===== src/rtl/serial_word_arbiter.sv =====
// Round-robin arbiter that grants one of two serial requesters at a time.
// It assembles WIDTH bits LSB-first and presents the word with a valid/ack handshake.
module serial_word_arbiter #(
    parameter int WIDTH = 8
) (
    input  logic             iclk,
    input  logic             irst_n,
    input  logic [1:0]       ireq,
    input  logic             isenal0,
    input  logic             isenal1,
    output logic [1:0]       ognt,
    output logic [WIDTH-1:0] oValor,
    output logic             oSrc,
    output logic             ovalid,
    input  logic             iack,
    output logic             obusy
);
    // state | meaning
    // IDLE  | no grant; arbitrate among pending requests
    // SHIFT | granted requester supplies one bit per cycle
    // HOLD  | completed word presented, waiting for iack
    localparam int CW = (WIDTH > 1) ? $clog2(WIDTH) : 1;
    localparam logic [CW-1:0] LAST = CW'(WIDTH - 1);

    typedef enum logic [1:0] {IDLE, SHIFT, HOLD} state_t;

    state_t           state;
    logic             ptr;
    logic [CW-1:0]    cnt;
    logic [WIDTH-1:0] shreg;
    logic             win;
    logic             sbit;
    logic [WIDTH-1:0] word_nxt;

    // Pointer only matters when both requesters ask at once
    always_comb begin
        win = ireq[1];
        if (ireq == 2'b11) begin
            win = ptr;
        end
        sbit = ognt[1] ? isenal1 : isenal0;
        word_nxt = shreg;
        word_nxt[cnt] = sbit;
    end

    always_ff @(posedge iclk or negedge irst_n) begin
        if (!irst_n) begin
            state  <= IDLE;
            ptr    <= 1'b0;
            cnt    <= '0;
            shreg  <= '0;
            ognt   <= 2'b00;
            oValor <= '0;
            oSrc   <= 1'b0;
            ovalid <= 1'b0;
            obusy  <= 1'b0;
        end else begin
            case (state)
                IDLE: begin
                    if (ireq != 2'b00) begin
                        ognt  <= win ? 2'b10 : 2'b01;
                        ptr   <= ~win;
                        cnt   <= '0;
                        obusy <= 1'b1;
                        state <= SHIFT;
                    end
                end
                SHIFT: begin
                    shreg <= word_nxt;
                    cnt   <= cnt + 1'b1;
                    if (cnt == LAST) begin
                        oValor <= word_nxt;
                        oSrc   <= ognt[1];
                        ovalid <= 1'b1;
                        ognt   <= 2'b00;
                        cnt    <= '0;
                        state  <= HOLD;
                    end
                end
                HOLD: begin
                    if (iack) begin
                        ovalid <= 1'b0;
                        obusy  <= 1'b0;
                        state  <= IDLE;
                    end
                end
                default: begin
                    state <= IDLE;
                end
            endcase
        end
    end
endmodule


===== config.mk =====
export PLATFORM = sky130hd
export DESIGN_NAME = serial_word_arbiter
export DESIGN_NICKNAME = d
export VERILOG_FILES = /design/src/rtl/serial_word_arbiter.sv
export SDC_FILE = /design/constraint.sdc
export NUM_CORES = 1
export LEC_CHECK = 0
export CORE_ASPECT_RATIO = 0.75
export CORE_MARGIN = 1
export CORE_UTILIZATION = 56
export DETAILED_ROUTE_END_ITERATION = 16
export MAX_ROUTING_LAYER = met4
export PLACE_DENSITY = 0.88
export SYNTH_ARGS = -nofsm -noshare
export SYNTH_HDL_FRONTEND = slang
export SYNTH_SLANG_ARGS = --single-unit

===== constraint.sdc =====
create_clock -name iclk -period 4.4 [get_ports iclk]
set_input_delay 0.88 -clock iclk [delete_from_list [all_inputs] [get_ports iclk]]
set_output_delay 0.88 -clock iclk [all_outputs]
set_load 0.02 [all_outputs]

# After elaboration in Yosys (flattened, before gate mapping)
# Cells that the tools add are included.
totals:
  elab_cells: 54
  out_inout_bits: 13
  in_bits: 7
  regBits: 27
classes:
  add_sub_neg: 1
  order_cmp: 2
  muxes: 21
  n_reduce_logical: 13
  n_bitwise: 1
  n_eq_ne: 7
op_table:
  columns: ["operator", "count"]
  rows:
  - ["$mux W2", 6]
  - ["$reduce_and A3 Y1", 4]
  - ["$bwmux W8", 1]
  - ["$reduce_bool A2 Y1", 4]
  - ["$mux W1", 6]
  - ["$mux W3", 2]
  - ["$ne A2 B2 Y1 const B", 3]
  - ["$pmux W2 S3", 1]
  - ["$pmux W3 S2", 1]
  - ["$reduce_and A2 Y1", 3]
  - ["$eq A2 B2 Y1 const B", 2]
  - ["$lt A3 B4 Y1 const B", 1]
  - ["$pmux W1 S2", 2]
  - ["$pmux W2 S2", 1]
  - ["$add A3 B1 Y3 const B", 1]
  - ["$demux W1 S3", 1]
  - ["$eq A3 B3 Y1 const B", 1]
  - ["$ge A3 B1 Y1 const B", 1]
  - ["$eq A2 B1 Y1 const B", 1]
  - ["$logic_not A2 Y1", 1]
  - ["$logic_and A1 B1 Y1", 1]
  - ["$not A1 Y1", 1]

# Depth between registers and ports, before layout
# Gate-level depths: netlist of the first run.
logic_depth:
  word_depth: 5
  ltp_mapped: 6
  ltp_nobuf: 5

# Least setup slack after synthesis of the first run
# No wires, ideal clock.
synth_timing:
  kind: "input port to flip-flop"
  startpoint: "input port isenal0"
  endpoint: "register shreg[3]"
  stages: 3
  setup_slack_ps: 2705
  arrival_time_ps: 1567
  n_path_buf: 1
  t_required_ps: 4273
  setup_time_ps: 127
  cell_sequence: "mux2_4 -> buf_6 -> mux2_1"
synth_between:
  elab_chain_len: 2
synth_rtl:
  columns: ["item", "line_no", "text"]
  rows:
  - ["from (decl)", "9", "input logic isenal0,"]
  - ["$mux W1", "41", "sbit = ognt[1] ? isenal1 : isenal0;"]
  - ["$bwmux W8", "43", "word_nxt[cnt] = sbit;"]
  - ["to (signal assigned)", "69", "shreg <= word_nxt;"]
  - ["to (decl)", "30", "logic [WIDTH-1:0] shreg;"]
# No other way between the ends.
# A chain may end at the register's enable or synchronous reset.

# Worst setup path in the final report of the first run
layout_timing:
  startpoint: "register ognt[1]"
  endpoint: "output port ognt[1]"
layout_rtl:
  columns: ["item", "line_no", "text"]
  rows:
  - ["from (decl)", "11", "output logic [1:0] ognt,"]
  - ["from (signal assigned)", "61", "ognt <= win ? 2'b10 : 2'b01;"]
# No word-level cell between the ends.

==> results of run 1 <==
[metrics by stage]
step / utilization / cell area (sq um) / setup WS, ps
3_3_place_gp: 0.710 / 1510 / 2240
6_report: 0.723 / 1530 / 2130
2_1_floorplan: - / 1330 / 2710
3_5_place_dp: 0.710 / 1510 / 2190
4_1_cts: 0.723 / 1530 / 2120
5_1_grt: 0.723 / 1530 / 2050
[final cells by class]
type                            count  area, sq um
Multi-Input combinational cell     82          584
Sequential cell                    27          676
Clock buffer                        3         22.5
Fill cell                         150          587
Tap cell                           32         40.0
Clock inverter                      1         5.00
Inverter                            2         7.51
Timing Repair Buffer               20          198
[flip-flops by register name, indices dropped and copies added, names as in the netlist]
register	flops
oValor	8
shreg	8
cnt	3
ognt	2
state	2
oSrc	1
obusy	1
ovalid	1
ptr	1
[per-layer routing]
layer / wire length (um) / up-vias
met2: 1050 / 19
met1: 1110 / 451
li1: - / 455
met3: 105 / 2
met4: 12 / 0
met5: 0 / -
[synthesized netlist by cell type (2+ instances only)]
library cell	count	share of area
a21oi_1	10	0.038
a22o_1	3	0.020
buf_2	4	0.015
buf_4	2	0.011
buf_6	2	0.017
dfrtp_1	27	0.51
ha_1	2	0.019
inv_1	2	0.0057
mux2_1	4	0.034
mux2_2	5	0.042
mux2i_1	7	0.053
nand2_1	13	0.037
nand2b_1	3	0.014
nand3_1	4	0.015
nand3b_1	5	0.028
nor2_1	2	0.0057
nor3b_1	4	0.023
o21ai_0	9	0.034
[how the worst max path moves through the flow]
stage / startpoint / end / slack, ps / cells past startpoint
5_1_grt: ognt[1]$_DFFE_PN0P_ / ognt[1] / 2050 / 1
3_3_place_gp: isenal0 / oValor[1]$_DFFE_PN0P_ / 2240 / 4
2_1_floorplan: isenal0 / shreg[3]$_DFFE_PN0N_ / 2710 / 3
6_report: ognt[1]$_DFFE_PN0P_ / ognt[1] / 2130 / 1
3_5_place_dp: ireq[1] / cnt[0]$_DFFE_PN0P_ / 2190 / 4
4_1_cts: ognt[1]$_DFFE_PN0P_ / ognt[1] / 2120 / 1
[cells by family after synthesis]
kind of cell | Yosys count | synth area share
and+or+nand+nor | 39 | 0.178
DFF | 27 | 0.510
AOI/OAI and AO/OA | 24 | 0.103
muxes | 17 | 0.141
buffers and inverters | 10 | 0.0491
adders and majority gates | 2 | 0.0189
[power breakdown]
group / switching, mW / internal [mW] / total, mW
Clock: 0.0707 / 0.0341 / 0.105
Sequential: 0.127 / 0.364 / 0.491
Combinational: 0.239 / 0.273 / 0.512
Total: 0.437 / 0.671 / 1.11
==> impl_results.md, run 1 <==
- Iter 0 DRT Violations: 27
- Asr flop ratio synth: 1.00
- Total global-route track usage: 0.211
- I/O pin count: 20
- Fin. max-slew vios: 0
- CTS root buffer: clkbuf_4
- First-pass GRT wire length: 3910 um
- Met1 Usage GRT: 0.277
- GRT busiest layer: met2
- Worst slew pin tran: 683 ps
- Worst Path Buf+Inv: 1
- RSZ-0062 raised after global routing: no
- Syn Area/Cell: 11.1 sq um
- Htree depth: 1
- Postcts setup bufs: 0
- Post-Route WL: 2280 um
- Critical path type: register to primary output
- Total vias in the final route: 927
- Mapped Cells: 119
- Hold WS: 502 ps
- Initial antenna violation count: 0
- Hpwl dp: 1620 um
- Reg2Reg Depth: 4
- Finished Layout Cells: 167
- Slowest Stage Delay on Critical Path: 630 ps
- Total power: 1.11 mW
- Die Footprint: 2570 sq um
- Vias in the first global route: 863
- Tmin final: 2270 ps
- Buffers on Ports: 19
- GP Congestion: 0.782
- Via density: 5.55
- TritonCTS Buffers: 3
- Cell chain of the critical path: clkdlybuf4s50_1
- Status: completed
- R2r endpoint: oSrc$_DFFE_PN0P_
- MaxCap Viol Count: 0
- #FFs+latches synth: 27
- Commonest cells after routing, fill and taps aside: 27 x dfrtp_1, 19 x clkdlybuf4s50_1, 13 x nand2_1, 10 x a21oi_1, 9 x o21ai_0
- Prevailing post-synth register cell: dfrtp_1
- DR pass1 iterations: 4
- Worst Path Required: 3520 ps
- Fin. Hold Viols: 0
- Hold Path End: oValor[2]$_DFFE_PN0P_
- Hold wc startpoint: oValor[2]$_DFFE_PN0P_
- CTS tree: yes
- Leak pwr: 0.670 nW
- Max_slew headroom: 0.543
- # DRC: 0
- # diodes: 0
- Clock latency on the worst-skew pair: 320 ps
- Setup tns final: 0 ps
- Min-Delay Path Class: register to register
- Initial Util: 0.625
- Final period utilization: 0.517
- CP delay by family, top: buffers and inverters
- Met3 usage: 0.0643
- Commonest non-fill, non-tap cell in the layout: dfrtp_1
- Post-route antenna net violation count: 0
- Ys Warns: 0
- Reg-to-Reg Start: cnt[0]$_DFFE_PN0P_
- Endpoints failing setup: 0
- Worst Path Arrival: 1390 ps
- FMAX: 440 MHz
- Worst-path clk slew: 150 ps
- Layout cells sized above 1: 0.104
- Post-synth EDFFs: 0
- Total grt overflow: 0
- Worst Setup End Kind: primary output
- Post-Synthesis Cell Area: 1330 sq um
- CP startpoint kind: register
- Layout area overhead: 15.7%
- Die Ht: 44.1 um
- Slowest CP cell: clkdlybuf4s50_1
- NumNets Final: 145
- Total clock sinks: 27
- Min-Delay Path Depth: 2
- Die span in x: 58.2 um
- GRT met2 Usage: 0.331
- Post-synthesis cell type count: 29
- Skew final: 13.2 ps
- Crit-path max FO: 4
- DP Cell Count: 163
- Peak supply drop: 0.387 mV
- Routed len/inst: 13.6 um
- Core area: 2120 sq um
- R2R setup slack: 2210 ps
- Resize count post-CTS: 0
- Hold Buf Count CTS: 0
- Largest net degree at the start of global routing: 21
- Syn nets: 128
- P per Cell Area: 723 nW/um^2
- Clock buffer depth: 2
- Row Count: 14
- Register area share after synthesis: 0.510
(Power assumes the default switching activity.)
==> run 2, diff against run 1 <==
- CORE_UTILIZATION: 56 -> 47
- PLACE_DENSITY: 0.88 -> 0.8
- clock period: 4.4 -> 2 ns (I/O delays scaled with it)
==> impl_results.md, run 2 (synthesis gave the netlist of run 1 again) <==
- Worst Path Arrival: 1310 ps
- Stages on worst setup path: 1
- RSZ-0062 raised after global routing: no
- Core area: 2640 sq um
- R2R setup slack: 450 ps
- Hold Buf Count CTS: 0
- Finished Layout Cells: 175
- Critical path type: register to primary output
- Iter 0 DRT Violations: 48
- Worst-path clk slew: 90 ps
- Post-Route WL: 2290 um
- First-pass GRT wire length: 3870 um
- Setup tns final: 0 ps
- Total power: 2.57 mW
- GP Congestion: 0.761
- Min-Delay Path Class: primary input to asynchronous set/reset pin
- DP Cell Count: 171
- Initial antenna violation count: 0
- CTS tree: yes
- Total grt overflow: 0
- Slowest CP cell: clkdlybuf4s50_1
- Die Ht: 48.0 um
- Initial Util: 0.501
- Largest net degree at the start of global routing: 28
- Hpwl dp: 1640 um
- # DRC: 0
- Clock buffer depth: 2
- Layout cells sized above 1: 0.129
- Worst Setup End Kind: primary output
- Max_slew headroom: 0.738
- Worst Path Required: 1600 ps
- Total vias in the final route: 941
- CP startpoint kind: register
- Endpoints failing setup: 0
- Skew final: 3.94 ps
- Total clock sinks: 27
- Final period utilization: 0.857
- Routed len/inst: 13.1 um
- FMAX: 584 MHz
- Tmin final: 1710 ps
- CTS root buffer: clkbuf_8
- Layout area overhead: 19.7%
- Commonest cells after routing, fill and taps aside: 27 x dfrtp_1, 19 x clkdlybuf4s50_1, 13 x nand2_1, 10 x a21oi_1, 9 x o21ai_0
- CP delay by family, top: buffers and inverters
- Hold WS: 480 ps
- Leak pwr: 0.697 nW
- DR pass1 iterations: 4
- # diodes: 0
- P per Cell Area: 1620 nW/um^2
- Worst slew pin tran: 392 ps
- Fin. max-slew vios: 0
- Slowest Stage Delay on Critical Path: 620 ps
- Die Footprint: 3040 sq um
- Buffers on Ports: 19
- Peak supply drop: 0.664 mV
- Vias in the first global route: 866
- Htree depth: 1
- Commonest non-fill, non-tap cell in the layout: dfrtp_1
- Total global-route track usage: 0.175
- Resize count post-CTS: 0
- Fin. Hold Viols: 0
- Postcts setup bufs: 0
- Reg2Reg Depth: 5
- Post-route antenna net violation count: 0
- Crit-path max FO: 4
- Via density: 5.38
- Worst Path Buf+Inv: 1
- Die span in x: 63.3 um
- NumNets Final: 149
- Cell chain of the critical path: clkdlybuf4s50_1
- Largest regs: oValor x8, shreg x8, cnt x3
- I/O pin count: 20
- Row Count: 16
- MaxCap Viol Count: 0
- Clock latency on the worst-skew pair: 270 ps
- TritonCTS Buffers: 3
- Status: completed
## run 2: changes by cell type in the layout (fill, tap and decap cells not counted)
cell,before,now
clkbuf_8,0,3
buf_4,1,5
clkbuf_4,3,0
## run 2: layout make-up
class | count | area [sq um]
clock buffers | 3 | 41.3
clock inverters | 1 | 5.00
fillers | 228 | 1060
inverters | 2 | 7.51
multi-input cells | 82 | 584
flip-flops and latches | 27 | 676
well taps | 36 | 45.0
repair buffers | 24 | 228
## run 2: where the power goes
| part | switching, mW | internal (mW) | total [mW] |
|---|---|---|---|
| Combinational | 0.647 | 0.645 | 1.29 |
| Sequential | 0.162 | 0.805 | 0.967 |
| Clock | 0.171 | 0.140 | 0.310 |
| Total | 0.980 | 1.59 | 2.57 |
## run 2: layer usage
metal	GRT usage	up-vias	share of wire	wire [um]
met3	0.0381	5	0.025	58
met4	0.0545	0	0.012	27
met2	0.305	18	0.48	1110
li1	-	464	-	-
met5	-	-	0	0
met1	0.210	454	0.48	1100
## run 2: final timing paths
kind | start | to
hold / removal | irst_n | oValor[3]$_DFFE_PN0P_
max in group asynchronous | irst_n | oValor[6]$_DFFE_PN0P_
setup reg to reg | cnt[0]$_DFFE_PN0P_ | oValor[1]$_DFFE_PN0P_
hold reg to reg | oValor[2]$_DFFE_PN0P_ | oValor[2]$_DFFE_PN0P_
setup / recovery | ognt[1]$_DFFE_PN0P_ | ognt[1]
min in group iclk | oValor[2]$_DFFE_PN0P_ | oValor[2]$_DFFE_PN0P_
## run 2: per-stage QoR
step | cell area, sq um | utilization | setup slack, ps
6_report | 1590 | 0.600 | 286
5_1_grt | 1590 | 0.600 | 243
2_1_floorplan | 1330 | - | 431
3_5_place_dp | 1540 | 0.583 | 281
4_1_cts | 1590 | 0.600 | 275
3_3_place_gp | 1540 | 0.583 | 343
